===== config.mk =====
export PLATFORM = sky130hd
export DESIGN_NAME = serial_addsub_acc
export DESIGN_NICKNAME = d
export VERILOG_FILES = /design/src/rtl/serial_addsub_pkg.sv /design/src/rtl/full_adder_cell.sv /design/src/rtl/serial_addsub_acc.sv
export SDC_FILE = /design/constraint.sdc
export NUM_CORES = 1
export LEC_CHECK = 0
export BUFFER_PORTS_ARGS = -buffer_cell sky130_fd_sc_hd__buf_2
export CAP_MARGIN = 20
export CORE_ASPECT_RATIO = 1.5
export CORE_MARGIN = 1
export CORE_UTILIZATION = 30
export CTS_BUF_LIST = sky130_fd_sc_hd__clkbuf_4 sky130_fd_sc_hd__clkbuf_8 sky130_fd_sc_hd__clkbuf_16
export DETAILED_ROUTE_END_ITERATION = 12
export GPL_TIMING_DRIVEN = 0
export PLACE_DENSITY_LB_ADDON = 0.3
export REMOVE_ABC_BUFFERS = 1
export SETUP_SLACK_MARGIN = 0.15
export SYNTH_ARGS = -nofsm -noshare
export SYNTH_HDL_FRONTEND = slang
export SYNTH_SLANG_ARGS = --single-unit

===== constraint.sdc =====
create_clock -name clk -period 1.8 [get_ports clk]
set_input_delay 0 -clock clk [delete_from_list [all_inputs] [get_ports clk]]
set_output_delay 0 -clock clk [all_outputs]
set_load 0.01 [all_outputs]

===== src/rtl/serial_addsub_pkg.sv =====
`default_nettype none
// ============================================================================
// Module   : serial_addsub_pkg
// Brief    : Shared types and constants for the bit-serial add/sub unit.
// Revision : 1.0 - initial release
// ============================================================================
package serial_addsub_pkg;

    // Controller states: waiting for operands, shifting bits, holding result
    typedef enum logic [1:0] {
        IDLE = 2'd0,
        RUN  = 2'd1,
        DONE = 2'd2
    } state_t;

    // Default operand/result width
    localparam int c_default_width = 8;

endpackage
`default_nettype wire


===== src/rtl/full_adder_cell.sv =====
`default_nettype none
// ============================================================================
// Module   : full_adder_cell
// Brief    : Single-bit combinational full adder; the one arithmetic
//            resource of the serial unit, reused on every RUN cycle.
// Revision : 1.0 - initial release
// ============================================================================
module full_adder_cell (
    input  logic a,
    input  logic b,
    input  logic cin,
    output logic sum,
    output logic cout
);

    logic w_axb;

    assign w_axb = a ^ b;
    assign sum   = w_axb ^ cin;
    assign cout  = (a & b) | (cin & w_axb);

endmodule
`default_nettype wire


===== src/rtl/serial_addsub_acc.sv =====
`default_nettype none
// ============================================================================
// Module   : serial_addsub_acc
// Brief    : Bit-serial adder/subtractor with optional accumulator. One
//            full-adder cell is walked across WIDTH bits, LSB first, with a
//            registered carry. Valid/ready handshakes on input and output.
// Revision : 1.0 - initial release
// ============================================================================
module serial_addsub_acc
    import serial_addsub_pkg::*;
#(
    parameter int WIDTH  = c_default_width,
    parameter int ACC_EN = 1
) (
    input  logic             clk,
    input  logic             rst,
    input  logic             in_valid,
    output logic             in_ready,
    input  logic [WIDTH-1:0] op_a,
    input  logic [WIDTH-1:0] op_b,
    input  logic             op_sub,
    input  logic             op_acc,
    output logic             out_valid,
    input  logic             out_ready,
    output logic [WIDTH-1:0] sum,
    output logic             cout,
    output logic             ovf,
    output logic [WIDTH-1:0] acc_out,
    output logic             busy
);

    localparam int                 c_cnt_w = $clog2(WIDTH);
    localparam logic [c_cnt_w-1:0] c_last  = c_cnt_w'(WIDTH - 1);

    state_t             r_state;
    logic               r_in_ready;
    logic               r_out_valid;
    logic               r_busy;
    logic [WIDTH-1:0]   r_sum;
    logic               r_cout;
    logic               r_ovf;
    logic [c_cnt_w-1:0] r_cnt;
    logic               r_carry;
    logic [WIDTH-1:0]   r_a;
    logic [WIDTH-1:0]   r_b;
    logic [WIDTH-1:0]   r_res;

    logic               w_s;
    logic               w_c;
    logic [WIDTH-1:0]   w_res_next;
    logic [WIDTH-1:0]   w_acc;
    logic [WIDTH-1:0]   w_a_load;
    logic               w_finish;

    // The single arithmetic resource, fed by the LSBs of the shift registers
    full_adder_cell u_fa (
        .a    (r_a[0]),
        .b    (r_b[0]),
        .cin  (r_carry),
        .sum  (w_s),
        .cout (w_c)
    );

    assign w_res_next = {w_s, r_res[WIDTH-1:1]};
    assign w_a_load   = (op_acc && (ACC_EN != 0)) ? w_acc : op_a;
    assign w_finish   = (r_state == RUN) && (r_cnt == c_last);

    // Accumulator exists only when enabled; it latches each completed result
    generate
        if (ACC_EN != 0) begin : g_acc
            logic [WIDTH-1:0] r_acc;

            // Capture the final result on the completing RUN edge only
            always_ff @(posedge clk) begin
                if (rst) begin
                    r_acc <= '0;
                end else if (w_finish) begin
                    r_acc <= w_res_next;
                end
            end

            assign w_acc = r_acc;
        end else begin : g_no_acc
            assign w_acc = '0;
        end
    endgenerate

    // Controller and datapath: load operands, shift one bit per edge, hold result
    always_ff @(posedge clk) begin
        if (rst) begin
            r_state     <= IDLE;
            r_in_ready  <= 1'b1;
            r_out_valid <= 1'b0;
            r_busy      <= 1'b0;
            r_sum       <= '0;
            r_cout      <= 1'b0;
            r_ovf       <= 1'b0;
            r_cnt       <= '0;
            r_carry     <= 1'b0;
            r_a         <= '0;
            r_b         <= '0;
            r_res       <= '0;
        end else begin
            case (r_state)
                IDLE: begin
                    if (in_valid && r_in_ready) begin
                        // Subtraction is A + ~B + 1: invert B and seed carry
                        r_a        <= w_a_load;
                        r_b        <= op_sub ? ~op_b : op_b;
                        r_carry    <= op_sub;
                        r_cnt      <= '0;
                        r_res      <= '0;
                        r_in_ready <= 1'b0;
                        r_busy     <= 1'b1;
                        r_state    <= RUN;
                    end
                end
                RUN: begin
                    r_res   <= w_res_next;
                    r_a     <= r_a >> 1;
                    r_b     <= r_b >> 1;
                    r_carry <= w_c;
                    r_cnt   <= r_cnt + c_cnt_w'(1);
                    if (r_cnt == c_last) begin
                        // r_carry here is the carry into the MSB
                        r_sum       <= w_res_next;
                        r_cout      <= w_c;
                        r_ovf       <= r_carry ^ w_c;
                        r_out_valid <= 1'b1;
                        r_state     <= DONE;
                    end
                end
                DONE: begin
                    if (r_out_valid && out_ready) begin
                        r_out_valid <= 1'b0;
                        r_busy      <= 1'b0;
                        r_in_ready  <= 1'b1;
                        r_state     <= IDLE;
                    end
                end
                default: begin
                    r_state     <= IDLE;
                    r_in_ready  <= 1'b1;
                    r_out_valid <= 1'b0;
                    r_busy      <= 1'b0;
                end
            endcase
        end
    end

    assign in_ready  = r_in_ready;
    assign out_valid = r_out_valid;
    assign busy      = r_busy;
    assign sum       = r_sum;
    assign cout      = r_cout;
    assign ovf       = r_ovf;
    assign acc_out   = w_acc;

endmodule
`default_nettype wire

==> results.toml <==
[outcome]
status = "finished clean"

[critical_path]
path_cells = "and4bb_2, a221oi_2, o21a_1"
cp.depth = 3
cp-endpoint = "r_a[0]"
cp_data_arrival_time_ps = 1790
r2r-start = "r_state[1]"
crit_slowest_cell = "dfxtp_2"
path_class = "flip-flop to flip-flop"
cp-start-kind = "flip-flop"
required_ps = 2040
crit_buf_inv = 0
slowest_delay_ps = 620
crit_fanout = 27
end_kind = "flip-flop"
crit_family = "flip-flops"
reg2reg_depth = 3
r2r_end = "r_a[0]"
cp-startpoint = "r_state[1]"
r2r_slack_ps = 250

[sta]
fin_skew_ps = 6.308
worst_pin_slew_ps = 832.7
setup_slack_ps = 247.9
min_period_over_period_pct = 86.23
slew_viol_final = 0
fmax_mhz = 644.3
setup_viol = 0
hold_viol_final = 0
maxSlewHeadroom_pct = 44.48
period_needed_ps = 1552
rsz0062_at_grt = "true"

[floorplanning]
coreArea_mm2 = 0.006218
die_area_mm2 = 0.006818
initial_utilization_pct = 31.29
boundaryPins = 43
fp-row-count = 35
die_x_um = 67.76
die-height_um = 100.6

[job]
max-cap-violations = 0

[grt]
grt_max_degree = 43
grt_use_total_pct = 12.72
overflow = 0
grt_pass1_wl_um = 6568
grt_antenna_before_repair = 0
grt_pass1_vias = 1446

[yosys]
yosysUniqueCellTypes = 32
synth_seq_area_share_pct = 43.22
syn_area_mm2 = 0.001946
ys_ff_latch = 42
async_flop_share_pct = 0
yosysWarnings = 0
synth_edf_count = 0
avgSynthCellArea_um2 = 8.925
synth-main-ff-cell = "dfxtp_1"
synthCells = 218

[drt]
firstDrtPassIters = 4
drc = 0
routed.top_layer = "met4"
antenna_left = 0
drt_iter0_drc = 42
wl_met3_um = 147
drt_wl_total_um = 4048
wirelength_met1_um = 1670
wire_per_inst_um = 12.69
wl_met2_um = 2164
num_vias = 1545
viasPerCell = 4.843

[place]
io_buffers = 42
place_hpwl_um = 2758
gp_congestion = 0.6736
place_area_mm2 = 0.002113
place_ws_ps = -136.4

[clock_tree]
worstSkewPairLatency_ps = 290
cts_max_level = 2
clock-root-buffer = "clkbuf_8"
cts_tree = "done"
clkSlewWorstSetupHoldPaths_ps = 80
clock_sinks = 42
cts_buffer_depth = 2
cts_made_buffers = 5

[final_layout]
final_common_cell = "buf_2"
nFillCells = 667
final_cell_mix = "buf_2, dfxtp_1, a21oi_1, nand2_1, o21ai_0"
drive_gt1_share_pct = 26.94
areaGrowthSynthToFinish_pct = 15.63
diodes = 0
fin_nets = 270
final_area_mm2 = 0.002250

[power_and_ir_drop]
p_per_area_mw_per_mm2 = 907.0
irDropWorstVdd_mv = 0.3556
leakage_nw = 0.8991
power_mw = 2.041

[hold_path]
min_path_type = "input pin to flip-flop"
[repair_timing]
item | CTS | global route
setup buffers | 0 | 0
resized for setup | 3 | 3
pin swaps | 0 | 0
setup endpoints to repair | 24 | 14
endpoints found under the hold margin | 1 | 0
hold buffers | 1 | 0
[state kept, by name (all words and copies together), names as in the netlist]
register,flops
busy,1
r_carry,1
acc_out,8
r_b,8
r_cnt,3
r_state,2
ovf,1
r_res,7
out_valid,1
in_ready,1
cout,1
r_a,8
[cell families after synthesis]
kind of cell / count (synthesis) / share of synthesized area [%]
fa+ha+maj: 3 / 2.315
xor+xnor: 9 / 4.052
buf+inv: 35 / 10.23
simple gates: 41 / 9.260
flops: 42 / 43.22
compound gates: 80 / 26.75
mux: 8 / 4.180
[worst min-delay path: stages]
cell and delay (ps):
buf_2 120, nand3_1 150, a21oi_1 80
[layer usage]
layer / track usage [%] / up-vias
met1: 14.21 / 711
met2: 21.86 / 33
met5: 0 / -
li1: - / 797
met4: 5.892 / 0
met3: 3.167 / 4
[through the flow]
step	std cells	hold WS, ps	util [%]	setup TNS, ps
finish	319	102.7	36.18	0
global route	319	110.7	36.18	0
CTS	319	101.8	36.04	0
detailed placement	311	305.1	33.98	-1667
global placement	309	306.2	33.56	-8743
floorplan	193	69.07	-	0
[how the worst min path moves through the flow]
stage	from	to	slack (ps)	depth (start not counted)
5_1_grt	in_valid	busy	110	3
6_report	in_valid	busy	100	3
2_1_floorplan	rst	acc_out[0]	70	1
3_5_place_dp	op_b[7]	r_b[7]	310	4
4_1_cts	op_b[4]	r_b[4]	100	4
3_3_place_gp	op_b[7]	r_b[7]	310	4
[layout make-up]
| class | count | area, µm² | share of cell area, % |
|---|---|---|---|
| repair buffers | 45 | 246.5 | 10.96 |
| clock buffers | 6 | 82.58 | 3.671 |
| flip-flops and latches | 42 | 842.1 | 37.43 |
| well taps | 74 | 92.59 | 4.116 |
| clock inverters | 1 | 30.03 | 1.335 |
| inverters | 10 | 37.54 | 1.669 |
| multi-input cells | 141 | 918.4 | 40.82 |
[synth_stat cells (2+ instances only)]
cell type | instances | share of area, %
dfxtp_1 | 42 | 43
nand2_1 | 29 | 5.6
a22oi_1 | 7 | 2.7
nor2_1 | 6 | 1.2
clkbuf_1 | 7 | 1.4
buf_4 | 8 | 3.1
o21a_1 | 7 | 2.7
mux2i_1 | 7 | 3.6
a221oi_2 | 7 | 5.4
a21oi_1 | 34 | 8.7
buf_6 | 4 | 2.3
xor2_1 | 8 | 3.6
clkbuf_2 | 3 | 0.77
ha_1 | 2 | 1.3
o21ai_0 | 19 | 4.9
inv_1 | 10 | 1.9
buf_2 | 3 | 0.77
[where the power goes]
part	switching (mW)	leakage, nW	internal [mW]	total (mW)
sequential	0.0316	0.343	0.979	1.01
combinational	0.154	0.499	0.122	0.276
clock	0.311	0.0573	0.444	0.754
Note: power is estimated with default switching activity, not from simulation.
